File: src/rtl/mem_access_unit.sv
// MEM-stage data-memory access controller: issues one bus request per load/store,
// aligns strobes and load data, stalls until completion and registers the MEM/WB boundary.
module mem_access_unit (
    input  logic        clk,
    input  logic        rst,
    input  logic        MEM_Valid,
    input  logic        MEM_Flush,
    input  logic        MEM_ExcptIn,
    input  logic [31:0] MEM_ALUOut,
    input  logic [31:0] MEM_OutB,
    input  logic        MEM_ReadMem,
    input  logic        MEM_WriteMem,
    input  logic [1:0]  MEM_Size,
    input  logic        MEM_LoadSign,
    input  logic [4:0]  MEM_Dst,
    input  logic        MEM_RegWr,
    output logic        data_req,
    output logic        data_wr,
    output logic [1:0]  data_size,
    output logic [31:0] data_addr,
    output logic [3:0]  data_wstrb,
    output logic [31:0] data_wdata,
    input  logic        data_addr_ok,
    input  logic        data_data_ok,
    input  logic [31:0] data_rdata,
    output logic        MEM_AddrErr,
    output logic        MEM_AddrErrIsStore,
    output logic        MEM_Stall,
    output logic        WB_Valid,
    output logic        WB_RegWr,
    output logic [4:0]  WB_Dst,
    output logic [31:0] WB_MemData
);

    typedef enum logic [1:0] {IDLE, REQ, WAIT} state_t;

    state_t      state;
    logic        drop;
    logic [31:0] lat_addr;
    logic [31:0] lat_wdata;
    logic [3:0]  lat_wstrb;
    logic [1:0]  lat_size;
    logic        lat_wr;
    logic        lat_sign;

    logic        mem_op;
    logic        misalign;
    logic        access;
    logic [3:0]  wstrb_c;
    logic [31:0] wdata_c;
    logic [7:0]  rbyte;
    logic [15:0] rhalf;
    logic [31:0] load_data;

    // NOTE: every variable assigned in always_comb gets a default first, so no latch is inferred.
    always_comb begin
        misalign = 1'b0;
        wstrb_c  = 4'b1111;
        wdata_c  = MEM_OutB;
        case (MEM_Size)
            2'b00: begin
                wstrb_c = 4'b0001 << MEM_ALUOut[1:0];
                wdata_c = {4{MEM_OutB[7:0]}};
            end
            2'b01: begin
                misalign = MEM_ALUOut[0];
                wstrb_c  = MEM_ALUOut[1] ? 4'b1100 : 4'b0011;
                wdata_c  = {2{MEM_OutB[15:0]}};
            end
            default: misalign = |MEM_ALUOut[1:0];
        endcase
        if (!MEM_WriteMem)
            wstrb_c = 4'b0000;
    end

    assign mem_op             = MEM_Valid & (MEM_ReadMem | MEM_WriteMem);
    assign MEM_AddrErr        = mem_op & misalign;
    assign MEM_AddrErrIsStore = MEM_AddrErr & MEM_WriteMem;
    assign access             = mem_op & ~MEM_ExcptIn & ~MEM_AddrErr & ~MEM_Flush;

    // Load alignment uses the latched request, since the response arrives in WAIT.
    assign rbyte = data_rdata[{lat_addr[1:0], 3'b000} +: 8];
    assign rhalf = data_rdata[{lat_addr[1], 4'b0000} +: 16];

    always_comb begin
        case (lat_size)
            2'b00:   load_data = {{24{lat_sign & rbyte[7]}}, rbyte};
            2'b01:   load_data = {{16{lat_sign & rhalf[15]}}, rhalf};
            default: load_data = data_rdata;
        endcase
    end

    always_comb begin
        if (state == IDLE) begin
            data_req   = access;
            data_wr    = MEM_WriteMem;
            data_size  = MEM_Size;
            data_addr  = MEM_ALUOut;
            data_wstrb = wstrb_c;
            data_wdata = wdata_c;
        end else begin
            data_req   = (state == REQ);
            data_wr    = lat_wr;
            data_size  = lat_size;
            data_addr  = lat_addr;
            data_wstrb = lat_wstrb;
            data_wdata = lat_wdata;
        end
    end

    assign MEM_Stall = ((state == IDLE) & access) | (state == REQ) |
                       ((state == WAIT) & ~data_data_ok);

    // NOTE: sequential state uses non-blocking assignments only, so every flop samples pre-edge values.
    always_ff @(posedge clk or posedge rst) begin
        if (rst) begin
            state     <= IDLE;
            drop      <= 1'b0;
            lat_addr  <= '0;
            lat_wdata <= '0;
            lat_wstrb <= '0;
            lat_size  <= '0;
            lat_wr    <= 1'b0;
            lat_sign  <= 1'b0;
        end else begin
            case (state)
                IDLE: begin
                    if (access) begin
                        lat_addr  <= MEM_ALUOut;
                        lat_wdata <= wdata_c;
                        lat_wstrb <= wstrb_c;
                        lat_size  <= MEM_Size;
                        lat_wr    <= MEM_WriteMem;
                        lat_sign  <= MEM_LoadSign;
                        state     <= data_addr_ok ? WAIT : REQ;
                    end
                end
                REQ: begin
                    // A request once raised stays up; a flush only marks its response for discard.
                    if (data_addr_ok)
                        state <= WAIT;
                    if (MEM_Flush)
                        drop <= 1'b1;
                end
                WAIT: begin
                    if (data_data_ok) begin
                        state <= IDLE;
                        drop  <= 1'b0;
                    end else if (MEM_Flush) begin
                        drop <= 1'b1;
                    end
                end
                default: state <= IDLE;
            endcase
        end
    end

    always_ff @(posedge clk or posedge rst) begin
        if (rst) begin
            WB_Valid   <= 1'b0;
            WB_RegWr   <= 1'b0;
            WB_Dst     <= '0;
            WB_MemData <= '0;
        end else if (!MEM_Stall) begin
            WB_Valid   <= MEM_Valid & ~MEM_Flush & ~drop;
            WB_RegWr   <= MEM_Valid & MEM_RegWr & ~MEM_Flush & ~MEM_ExcptIn & ~MEM_AddrErr & ~drop;
            WB_Dst     <= MEM_Dst;
            WB_MemData <= ((state == WAIT) && !lat_wr) ? load_data : MEM_ALUOut;
        end
    end

endmodule

File: config.mk
export PLATFORM = sky130hd
export DESIGN_NAME = mem_access_unit
export DESIGN_NICKNAME = d
export VERILOG_FILES = /design/src/rtl/mem_access_unit.sv
export SDC_FILE = /design/constraint.sdc
export NUM_CORES = 1
export LEC_CHECK = 0
export ABC_AREA = 1
export ABC_CLOCK_PERIOD_IN_PS = 4600
export CAP_MARGIN = 15
export CORE_UTILIZATION = 46
export DETAILED_ROUTE_END_ITERATION = 8
export PLACE_DENSITY = 0.81
export SLEW_MARGIN = 20
export SYNTH_ARGS = -nofsm -noshare
export SYNTH_HDL_FRONTEND = slang
export SYNTH_SLANG_ARGS = --single-unit
File: constraint.sdc
create_clock -name clk -period 4.6 [get_ports clk]
set_clock_uncertainty 0.1 [all_clocks]
set_input_delay 0.92 -clock clk [delete_from_list [all_inputs] [get_ports clk]]
set_output_delay 0.92 -clock clk [all_outputs]
set_load 0.05 [all_outputs]
==> results.toml <==
[synth]
synth-seq-area-share = 0.431
yosys_warnings = 0
synth_area_per_cell_um2 = 6.84
ys_seq_elements = 114
yosysUniqueCellTypes = 26
syn-cell-area_mm2 = 0.00661
synthCells = 967
synthesis.nets = 1084

[sta]
finalCritPeriodShare = 0.896
tightest_slew_ns = 0.881
fmax_mhz = 243
setup-tns-final_ns = 0
slew_headroom = 0.413
drv_slew = 0
layout_setup_ws_ns = 0.477
setup_viol = 0
hold_viol = 0
post-route-min-period_ns = 4.12
rsz0062_at_grt = "false"

[min_path]
hold_path_class = "flip-flop to flip-flop"

[routing]
vias = 6905
first_iter_violations = 675
wl_um = 21200
routed_via_density = 5.09
dr.pass1.iters = 6
drtAntennaViolNets = 0
drc = 0
post_drt_wl_per_cell_um = 15.6

[placed_design]
dp_hpwl_um = 15400
gp_congestion = 0.951
dpl_cell_area_mm2 = 0.00902
place_ws_ns = 0.521
port_buffers = 227

[critical_path]
crit_path_start_kind = "primary input"
crit_type = "primary input to output pin"
arrival_ns = 3.10
required_ns = 3.58
cpLargestDelayFamily = "buffers and inverters"
cp-end-kind = "output pin"
path_buf_inv = 4
worstPathCellList = "clkdlybuf4s50_1, buf_4, inv_1, nand2_1, o211ai_1, nand2_1, o21ai_0, buf_12"
critPathMaxFanout = 21
slowest_stage = "clkdlybuf4s50_1"
cp_common_cell = "nand2_1"
slowest_delay_ns = 0.92

[clock_network]
cts.htree.levels = 4
cts_tree = "done"
cts_resized = 0
clock-root-buffer = "clkbuf_16"
hold_buffers = 0
cts_sinks = 114
postCtsSetupBuffers = 0
clk_latency_ns = 0.42
clk_pin_slew_ns = 0.06
clockBufferDepth = 2
numCtsBuffers = 17

[grt]
track_usage = 0.296
antenna_found_initial = 0
grt_first_pass_wirelength_um = 33200
grt_pass1_vias = 6408
grt_max_degree = 97
grt_overflow = 0

[floorplan]
row_count = 43
fp.dieArea_mm2 = 0.0149
die_w_um = 122
die_height_um = 122
start_util = 0.474
ioPinCount = 228
core-area_mm2 = 0.0139

[cells_and_area]
n_fill_cell = 1188
nets = 1281
n_antenna_cell = 0
final_area_mm2 = 0.00964
layout_common_cells = "338 x nand2_1, 200 x clkdlybuf4s50_1, 126 x o21ai_0"
final_common_cell = "nand2_1"
syn2layout_area_growth_pct = 45.8
ff_latch_area_mm2 = 0.00285
multi_input_area_mm2 = 0.00303
drive_gt1_frac = 0.0765

[power_and_ir_drop]
ir_drop_mv = 0.577
power_density_mw_per_mm2 = 896
p_leak_nw = 4.54

[job]
drv_cap = 0

[outcome]
status = "finished clean"
## cells in the mapped netlist, drive strengths merged
library cell | instances | area, um2
o21ai | 171 | 856
clkbuf | 24 | 90.1
nor2 | 73 | 284
inv | 105 | 397
buf | 36 | 243
dfrtp | 114 | 2850
nand3b | 2 | 15.0
nand2 | 340 | 1280
a31o | 1 | 8.76
nand4 | 1 | 21.3
o21bai | 1 | 7.51
ha | 3 | 37.5
o211ai | 8 | 60.1
a21oi | 55 | 283
nand3 | 33 | 175
## final cells by class
type / instances / share of cell area
multi-input combinational: 688 / 0.315
sequential: 114 / 0.296
timing repair buffer: 238 / 0.261
clock buffer: 18 / 0.0456
inverter: 105 / 0.0414
tap: 180 / 0.0234
clock inverter: 14 / 0.0186
## per-stage QoR
stage                     power (mW)  utilization  std cells  hold slack [ns]
after floorplan                 5.42            -        967            0.353
after global placement          7.18        0.647       1325            0.362
final                           8.63        0.692       1357            0.378
after detailed placement        7.25        0.647       1325            0.365
after CTS                       8.65        0.692       1357            0.380
after global routing            9.13        0.692       1357            0.404
## power breakdown
group / leakage [nW] / switching, mW / internal (mW) / total, mW
registers: 1.40 / 0.273 / 1.50 / 1.77
clock network: 0.294 / 0.498 / 0.872 / 1.37
logic: 2.84 / 3.72 / 1.77 / 5.49
## metal layers
metal,share of wire,global-route usage,up-vias
met4,0.033,0.133,0
met5,0,0,-
met2,0.46,0.454,273
li1,-,-,3446
met1,0.43,0.399,3142
met3,0.072,0.0679,44
## path summary, 6_finish.rpt
| check | cells after the start | from | slack, ns | end |
|---|---|---|---|---|
| setup reg to reg | 9 | state[0] | 1.62 | WB_RegWr |
| min in group asynchronous | 2 | rst | 0.91 | lat_addr[19] |
| hold reg to reg | 2 | WB_MemData[30] | 0.38 | WB_MemData[30] |
| hold / removal | 2 | WB_MemData[30] | 0.38 | WB_MemData[30] |
| setup / recovery | 8 | MEM_Size[1] | 0.48 | data_wdata[26] |
| max in group asynchronous | 3 | rst | 2.61 | WB_MemData[1] |
## cell families (layout without fill, tap and decap cells)
logic type,after synthesis,after routing,synth area share
simple gates,449,449,0.269
compound gates,236,236,0.184
buf+inv,165,375,0.110
flops,114,114,0.431
fa+ha+maj,3,3,0.00568
## sequential cells by signal (all words and copies together) (netlist names), 2 cells and up
register / cells
WB_Dst: 5
lat_wdata: 32
lat_addr: 32
lat_size: 2
WB_MemData: 32
state: 2
lat_wstrb: 4
## worst reg2reg max path: stages, from the launching register on
cell	delay, ns
dfrtp_1	0.39
inv_1	0.09
ha_2	0.18
buf_4	0.60
nand3_2	0.25
nand2_2	0.21
buf_4	0.53
inv_2	0.28
nand3b_1	0.16
nand2_1	0.06
(Power assumes the default switching activity.)
